--- config.mk ---
export PLATFORM = sky130hd
export DESIGN_NAME = sys_bus_init_seq_flat
export DESIGN_NICKNAME = d
export VERILOG_FILES = /design/src/rtl/sys_bus_init_pkg.sv /design/src/rtl/sys_bus_if.sv /design/src/rtl/sys_bus_init_fifo.sv /design/src/rtl/sys_bus_init_seq.sv /design/src/flat_wrapper.sv
export SDC_FILE = /design/constraint.sdc
export NUM_CORES = 1
export LEC_CHECK = 0
export BUFFER_PORTS_ARGS = -buffer_cell sky130_fd_sc_hd__buf_2
export CORE_UTILIZATION = 43
export CTS_CLUSTER_DIAMETER = 50
export DETAILED_ROUTE_END_ITERATION = 10
export PLACE_DENSITY = 0.65
export REMOVE_ABC_BUFFERS = 1
export SLEW_MARGIN = 20
export SYNTH_ARGS = -nofsm -noshare
export SYNTH_HDL_FRONTEND = slang
export SYNTH_SLANG_ARGS = --single-unit
--- constraint.sdc ---
create_clock -name clk -period 8.2 [get_ports clk]
set_input_delay 0.82 -clock clk [delete_from_list [all_inputs] [get_ports clk]]
set_output_delay 0.82 -clock clk [all_outputs]
set_load 0.1 [all_outputs]
--- src/rtl/sys_bus_init_pkg.sv ---
// sys_bus_init_pkg: shared types for the sys_bus command initiator.
//   cmd_t   - one buffered bus command (direction, byte address, write data)
//   rsp_t   - one returned response (read data, error flag, timeout flag)
//   state_t - initiator FSM state, also exported on the debug port
package sys_bus_init_pkg;

    typedef struct packed {
        logic        wr;
        logic [31:0] addr;
        logic [31:0] wdata;
    } cmd_t;

    typedef struct packed {
        logic [31:0] rdata;
        logic        err;
        logic        tmo;
    } rsp_t;

    typedef enum logic [1:0] {
        IDLE  = 2'd0,
        ISSUE = 2'd1,
        WAIT  = 2'd2,
        RESP  = 2'd3
    } state_t;

    // Width of the WAIT-cycle timeout counter; TW must fit in it.
    localparam int unsigned TMO_W = 16;

endpackage

--- src/rtl/sys_bus_if.sv ---
// sys_bus_if: single-master system bus towards register-array responders.
//   clk   - bus clock (same as the initiator clock)
//   addr  - byte address, driven by the master
//   wdata - write data, driven by the master
//   wen   - one-cycle write strobe
//   ren   - one-cycle read strobe
//   rdata - read data from the responder, valid with ack
//   ack   - responder completed the access
//   err   - responder rejected the access
//
// Handshake: the master raises exactly one of wen/ren for a single cycle with
// addr/wdata valid; the responder answers later with a one-cycle ack or err
// (rdata meaningful only with ack on a read). The master keeps at most one
// access outstanding and ignores ack/err when it is not waiting for one.
interface sys_bus_if (
    input logic clk
);
    logic [31:0] addr;
    logic [31:0] wdata;
    logic        wen;
    logic        ren;
    logic [31:0] rdata;
    logic        ack;
    logic        err;

    modport m (
        input  clk,
        input  rdata,
        input  ack,
        input  err,
        output addr,
        output wdata,
        output wen,
        output ren
    );

    modport s (
        input  clk,
        input  addr,
        input  wdata,
        input  wen,
        input  ren,
        output rdata,
        output ack,
        output err
    );
endinterface

--- src/rtl/sys_bus_init_fifo.sv ---
// sys_bus_init_fifo: synchronous FIFO of cmd_t, DEPTH entries (power of 2).
//   clk, rst - clock, synchronous active-high reset (empties the FIFO)
//   push/din - write an entry; ignored while full
//   pop/dout - dout shows the head entry; pop removes it, ignored while empty
//   full, empty, level - occupancy status
// Pointers carry one extra wrap bit so full and empty are distinguishable.
module sys_bus_init_fifo
    import sys_bus_init_pkg::*;
#(
    parameter  int unsigned DEPTH = 8,
    localparam int unsigned AW    = $clog2(DEPTH)
) (
    input  logic        clk,
    input  logic        rst,
    input  logic        push,
    input  cmd_t        din,
    input  logic        pop,
    output cmd_t        dout,
    output logic        full,
    output logic        empty,
    output logic [AW:0] level
);

    cmd_t        mem [DEPTH];
    logic [AW:0] wr_ptr;
    logic [AW:0] rd_ptr;
    logic        push_ok;
    logic        pop_ok;

    assign full    = (wr_ptr[AW] != rd_ptr[AW]) && (wr_ptr[AW-1:0] == rd_ptr[AW-1:0]);
    assign empty   = (wr_ptr == rd_ptr);
    assign level   = wr_ptr - rd_ptr;
    assign push_ok = push && !full;
    assign pop_ok  = pop && !empty;
    assign dout    = mem[rd_ptr[AW-1:0]];

    always_ff @(posedge clk) begin
        if (rst) begin
            wr_ptr <= '0;
            rd_ptr <= '0;
        end else begin
            if (push_ok) begin
                wr_ptr <= wr_ptr + 1'b1;
            end
            if (pop_ok) begin
                rd_ptr <= rd_ptr + 1'b1;
            end
        end
    end

    // Storage needs no reset: entries are only read once the pointers say valid.
    always_ff @(posedge clk) begin
        if (push_ok) begin
            mem[wr_ptr[AW-1:0]] <= din;
        end
    end

endmodule

--- src/rtl/sys_bus_init_seq.sv ---
// sys_bus_init_seq: command-driven initiator for sys_bus_if.
// Commands are buffered in a CD-deep FIFO, issued one at a time as a single
// wen/ren strobe, and each produces exactly one response on the rsp port.
//   clk, rst              - clock, synchronous active-high reset
//   cmd_vld/cmd_rdy       - command handshake (cmd_rdy = FIFO not full)
//   cmd_wr/addr/wdata     - command payload (1 = write)
//   rsp_vld/rsp_rdy       - response handshake; fields hold until accepted
//   rsp_rdata/err/tmo     - response payload
//   busy                  - registered: work buffered or in flight
//   dbg_state             - current FSM state
//   bus                   - sys_bus_if master modport
// Build option: SYS_BUS_INIT_TIMEOUT_EN adds a TW-cycle WAIT timeout; without
// it WAIT lasts until ack/err and rsp_tmo is always 0.
module sys_bus_init_seq
    import sys_bus_init_pkg::*;
#(
    parameter int unsigned CD = 8,
    parameter int unsigned TW = 16
) (
    input  logic        clk,
    input  logic        rst,
    input  logic        cmd_vld,
    output logic        cmd_rdy,
    input  logic        cmd_wr,
    input  logic [31:0] cmd_addr,
    input  logic [31:0] cmd_wdata,
    output logic        rsp_vld,
    input  logic        rsp_rdy,
    output logic [31:0] rsp_rdata,
    output logic        rsp_err,
    output logic        rsp_tmo,
    output logic        busy,
    output state_t      dbg_state,
    sys_bus_if.m        bus
);

    localparam int unsigned LW = $clog2(CD) + 1;

    state_t          state_q;
    state_t          state_d;
    cmd_t            cur_q;
    rsp_t            rsp_q;
    rsp_t            rsp_d;
    logic            busy_q;
    logic            busy_d;
    logic            tmo_hit;

    cmd_t            fifo_din;
    cmd_t            fifo_dout;
    logic            fifo_full;
    logic            fifo_empty;
    logic            fifo_pop;
    logic [LW-1:0]   fifo_level;
    logic [LW-1:0]   level_d;
    logic            push_ok;

    assign fifo_din = '{wr: cmd_wr, addr: cmd_addr, wdata: cmd_wdata};
    assign cmd_rdy  = !fifo_full;
    assign push_ok  = cmd_vld && !fifo_full;

    sys_bus_init_fifo #(
        .DEPTH (CD)
    ) u_fifo (
        .clk   (clk),
        .rst   (rst),
        .push  (cmd_vld),
        .din   (fifo_din),
        .pop   (fifo_pop),
        .dout  (fifo_dout),
        .full  (fifo_full),
        .empty (fifo_empty),
        .level (fifo_level)
    );

`ifdef SYS_BUS_INIT_TIMEOUT_EN
    logic [TMO_W-1:0] tmo_cnt_q;

    // Counts completed WAIT cycles; the TW-th silent WAIT cycle times out.
    assign tmo_hit = (state_q == WAIT) && (tmo_cnt_q == TMO_W'(TW - 1));

    always_ff @(posedge clk) begin
        if (rst || state_q == ISSUE) begin
            tmo_cnt_q <= '0;
        end else if (state_q == WAIT) begin
            tmo_cnt_q <= tmo_cnt_q + 1'b1;
        end
    end
`else
    // TW has no effect without the timeout counter.
    logic unused_tw;
    assign unused_tw = (TW != 0);
    assign tmo_hit   = 1'b0;
`endif

    always_comb begin
        state_d  = state_q;
        rsp_d    = rsp_q;
        fifo_pop = 1'b0;
        case (state_q)
            IDLE: begin
                if (!fifo_empty) begin
                    fifo_pop = 1'b1;
                    state_d  = ISSUE;
                end
            end
            ISSUE: begin
                // ack/err are deliberately not looked at while strobing.
                state_d = WAIT;
            end
            WAIT: begin
                // A real answer in the last timeout cycle still wins.
                if (bus.ack || bus.err) begin
                    rsp_d.rdata = (!cur_q.wr && !bus.err) ? bus.rdata : 32'h0;
                    rsp_d.err   = bus.err;
                    rsp_d.tmo   = 1'b0;
                    state_d     = RESP;
                end else if (tmo_hit) begin
                    rsp_d.rdata = 32'h0;
                    rsp_d.err   = 1'b0;
                    rsp_d.tmo   = 1'b1;
                    state_d     = RESP;
                end
            end
            RESP: begin
                if (rsp_rdy) begin
                    rsp_d   = '0;
                    state_d = IDLE;
                end
            end
            default: begin
                state_d = IDLE;
            end
        endcase
    end

    // busy is registered from next-cycle occupancy so it drops exactly one
    // cycle after the final response handshake.
    always_comb begin
        level_d = fifo_level + LW'(push_ok) - LW'(fifo_pop);
        busy_d  = (state_d != IDLE) || (level_d != '0);
    end

    always_ff @(posedge clk) begin
        if (rst) begin
            state_q <= IDLE;
            cur_q   <= '0;
            rsp_q   <= '0;
            busy_q  <= 1'b0;
        end else begin
            state_q <= state_d;
            rsp_q   <= rsp_d;
            busy_q  <= busy_d;
            if (fifo_pop) begin
                cur_q <= fifo_dout;
            end
        end
    end

    // addr/wdata hold the last issued command until the next ISSUE.
    assign bus.addr  = cur_q.addr;
    assign bus.wdata = cur_q.wdata;
    assign bus.wen   = (state_q == ISSUE) && cur_q.wr;
    assign bus.ren   = (state_q == ISSUE) && !cur_q.wr;

    assign rsp_vld   = (state_q == RESP);
    assign rsp_rdata = rsp_q.rdata;
    assign rsp_err   = rsp_q.err;
    assign rsp_tmo   = rsp_q.tmo;
    assign busy      = busy_q;
    assign dbg_state = state_q;

endmodule

--- src/flat_wrapper.sv ---
// flat-port wrapper written by rule: the top's interface ports become plain ports
module sys_bus_init_seq_flat import sys_bus_init_pkg::*;
#(
    parameter int unsigned CD = 8,
    parameter int unsigned TW = 16
)
  (clk, rst, cmd_vld, cmd_rdy, cmd_wr, cmd_addr, cmd_wdata, rsp_vld, rsp_rdy, rsp_rdata, rsp_err, rsp_tmo, busy, dbg_state, bus_rdata, bus_ack, bus_err, bus_addr, bus_wdata, bus_wen, bus_ren);
  sys_bus_if bus_i (.clk(clk));
  input  logic clk;
  input  logic rst;
  input  logic cmd_vld;
  output logic cmd_rdy;
  input  logic cmd_wr;
  input  logic [31:0] cmd_addr;
  input  logic [31:0] cmd_wdata;
  output logic rsp_vld;
  input  logic rsp_rdy;
  output logic [31:0] rsp_rdata;
  output logic rsp_err;
  output logic rsp_tmo;
  output logic busy;
  output state_t dbg_state;
  input wire logic [$bits(bus_i.rdata)-1:0] bus_rdata;
  input wire logic [$bits(bus_i.ack)-1:0] bus_ack;
  input wire logic [$bits(bus_i.err)-1:0] bus_err;
  output wire logic [$bits(bus_i.addr)-1:0] bus_addr;
  output wire logic [$bits(bus_i.wdata)-1:0] bus_wdata;
  output wire logic [$bits(bus_i.wen)-1:0] bus_wen;
  output wire logic [$bits(bus_i.ren)-1:0] bus_ren;
  assign bus_i.rdata = bus_rdata;
  assign bus_i.ack = bus_ack;
  assign bus_i.err = bus_err;
  assign bus_addr = bus_i.addr;
  assign bus_wdata = bus_i.wdata;
  assign bus_wen = bus_i.wen;
  assign bus_ren = bus_i.ren;
  sys_bus_init_seq #(.CD(CD), .TW(TW)) u_core (.clk(clk), .rst(rst), .cmd_vld(cmd_vld), .cmd_rdy(cmd_rdy), .cmd_wr(cmd_wr), .cmd_addr(cmd_addr), .cmd_wdata(cmd_wdata), .rsp_vld(rsp_vld), .rsp_rdy(rsp_rdy), .rsp_rdata(rsp_rdata), .rsp_err(rsp_err), .rsp_tmo(rsp_tmo), .busy(busy), .dbg_state(dbg_state), .bus(bus_i));
endmodule
==> results.txt <==
die height: 240 um
worst r2r src: u_core.u_fifo.rd_ptr[2]
Crit path max-delay family: adder cells
P_sw: 3580 uW
Post-synth ARST share: 0
Worst path depth: 11
status: completed
num ports: 208
R2R cell count: 11
predominant post-synthesis flop cell: edfxtp_1
total gr overflow: 0
Starting Density: 0.439
Pwr Total: 9810 uW
initial antenna violation count: 14
Die ar.: 57,600 um^2
RePlAce Congestion: 0.730
placed cell count: 2,174
Pwr Density: 352 nW/um^2
Core ar.: 55,500 um^2
post-DP HPWL: 26.8 mm
Max Root-Sink Buffers: 3
Slew HR: 0.288
RSZ-0062 raised after global routing: no
Setup Fix Bufs, Post-CTS: 0
Num Clock Sinks: 629
drt wl/cell: 21.8 um
DR vias: 12,305
vias in the first global route: 12,440
first-pass GRT wire length: 75.2 mm
CTS tree: built
Worst Path Class, Setup: flop to flop
final hold vios: 0
hold buffers post-CTS: 0
Max IR drop VDD: 285 uV
Crit-path slowest cell: dfxtp_4
most frequent cells in the layout: edfxtp_1, buf_2, nand2_1
combinational share of power: 0.299
row cnt: 86
multi-input logic area: 5650 um^2
CP arrival: 4.60 ns
cts repair resizes: 0
fin crit share: 0.509
Worst R2R End: u_core.busy
Crit Path Max Fanout: 64
Via density: 5.35
initial drt markers: 701
Worst-Margin Slew: 1.07 ns
Clk pin slew, worst setup/hold paths: 0.06 ns
Distinct cells, synth: 40
Hold Worst Slack: 0.451 ns
clock root buffer: clkbuf_16
Non-Filler Instances: 2,298
Synth-to-Final Area Change: 14.3%
leading area contributor after synthesis: edfxtp_1
CP required: 8.62 ns
Total Negative Setup Slacks: 0 ns
Int Pwr: 6230 uW
sequential share of the synthesized area: 0.730
Yosys reg bits: 629
Final #Nets: 1,608
GRT Total Usage: 0.176
fin util: 0.502
slowest stage delay, CP: 0.98 ns
origin of the worst setup path: u_core.u_fifo.rd_ptr[2]
Sw Ratio: 0.365
Reg power frac: 0.395
Slew Limit Fails: 0
P_leak: 0.00924 uW
crit path capture type: flop
Num CTS Buffers: 69
Yosys top cell area share: 0.641
Port Buffers: 206
die width: 240 um
critical path launch point type: flop
top post-synthesis cells by area: edfxtp_1, mux4_2, dfxtp_1
number of routed nets with antenna violations: 0
Synth Warn #: 0
Max Cap Viol: 0
Hold Crit Class: flop to flop
# DRC: 0
Setup Skew: 0.0261 ns
share of cells above drive strength 1: 0.339
Synth Cell Area: 24,400 um^2
storage element area: 17,800 um^2
WL final: 50.1 mm
Mapped Cells: 1,345
CTS HTree Levels: 3
Synth Area per Inst: 18.1 um^2
reg-to-reg slack, setup: 4.03 ns
CP Cell Sequence: ha_1 > a41oi_4 > inv_1 > fa_1 > fa_1 > ha_1 > fa_1 > xnor3_1 > xnor2_1 > o22ai_1 > a21oi_1
Critical Path Most Common Cell: fa_1
worst setup path endpoint: u_core.busy
leading cell type in the layout, fill and taps excluded: edfxtp_1
filler cell count: 4,526
Initial DRT Pass Iterations: 5
Max Clk Rate: 240 MHz
largest net degree at the start of global routing: 78
endpoints failing setup: 0
Final Critical Period: 4.17 ns
worst skew pair latency: 0.59 ns
clock share of power: 0.305
number of synthesized flops with an enable pin: 520
CP bufs+invs: 1
-- registers in the layout, summed over array words and instances (netlist names) --
register              flops
u_core.rsp_rdata         32
u_core.u_fifo.rd_ptr      4
u_core.busy               1
u_core.cur_q              1
u_core.rsp_err            1
u_core.u_fifo.mem       520
u_core.bus.wdata         32
u_core.bus.addr          32
u_core.dbg_state          2
u_core.u_fifo.wr_ptr      4
-- metal layers --
metal	global-route usage	part of all wire	vias to the layer above
met5	0	0.0028	-
met4	0.0504	0.016	20
met3	0.0452	0.071	82
met2	0.289	0.49	360
met1	0.231	0.42	6331
li1	-	-	5512
-- cell type report --
| class | instances | area share |
|---|---|---|
| Sequential cell | 629 | 0.639 |
| Multi-Input combinational cell | 559 | 0.203 |
| Clock buffer | 94 | 0.0683 |
| Timing Repair Buffer | 229 | 0.0437 |
| Tap cell | 748 | 0.0336 |
| Clock inverter | 29 | 0.0107 |
| Inverter | 9 | 0.00135 |
| Antenna cell | 1 | 0.0000898 |
-- kinds of logic (layout without fill, tap and decap cells) --
logic type      after synthesis  in the layout  share of synthesized area
other cells                   1              2                   0.000154
fa+ha+maj                     8              8                    0.00503
compound gates              113            113                     0.0485
xor+xnor                      8              8                    0.00498
flops                       629            629                      0.730
buf+inv                     157            361                     0.0408
simple gates                296            296                     0.0486
mux                         133            133                      0.121
-- metrics by stage --
step / setup WS, ns / area, um^2
2_1_floorplan: -4.29 / 23400
4_1_cts: 3.97 / 27800
3_3_place_gp: 3.98 / 25600
6_report: 4.03 / 27900
3_5_place_dp: 3.95 / 25600
5_1_grt: 3.82 / 27800
-- worst min-delay path by stage --
| stage | start | endpoint | slack, ns | depth (start not counted) |
|---|---|---|---|---|
| after floorplan | u_core.cur_q[64] | u_core.cur_q[64] | 0.52 | 2 |
| after global placement | u_core.rsp_rdata[31] | u_core.rsp_rdata[31] | 0.44 | 2 |
| after detailed placement | u_core.rsp_rdata[30] | u_core.rsp_rdata[30] | 0.44 | 2 |
| after CTS | bus_rdata[30] | u_core.rsp_rdata[30] | 0.45 | 3 |
| after global routing | u_core.rsp_rdata[16] | u_core.rsp_rdata[16] | 0.47 | 2 |
| final | u_core.rsp_rdata[24] | u_core.rsp_rdata[24] | 0.45 | 2 |
-- power groups by stage --
stage	logic, uW	clock network, uW	registers [uW]
finish	2940	3000	3880
global route	3110	3190	3900
CTS	2980	3060	3890
detailed placement	2980	0	3950
global placement	2950	0	3950
floorplan	1210	0	5230
-- Yosys cell counts (9+ instances only) --
cell type  number
edfxtp_1      520
inv_1           9
nand3_1        34
a311oi_1       15
clkbuf_1       31
nor2_1         79
dfxtp_1       109
nand2_1       168
buf_2          27
mux4_2        130
a311oi_2       50
buf_4          81
buf_6           9
a21oi_1        36
-- worst register-to-register path, stage by stage, from the launching register on --
cell and delay, ns:
dfxtp_4 0.98, ha_1 0.51, a41oi_4 0.20, inv_1 0.09, fa_1 0.39, fa_1 0.44, ha_1 0.21, fa_1 0.44
xnor3_1 0.38, xnor2_1 0.14, o22ai_1 0.16, a21oi_1 0.08
Power figures use the tool's default switching activity.
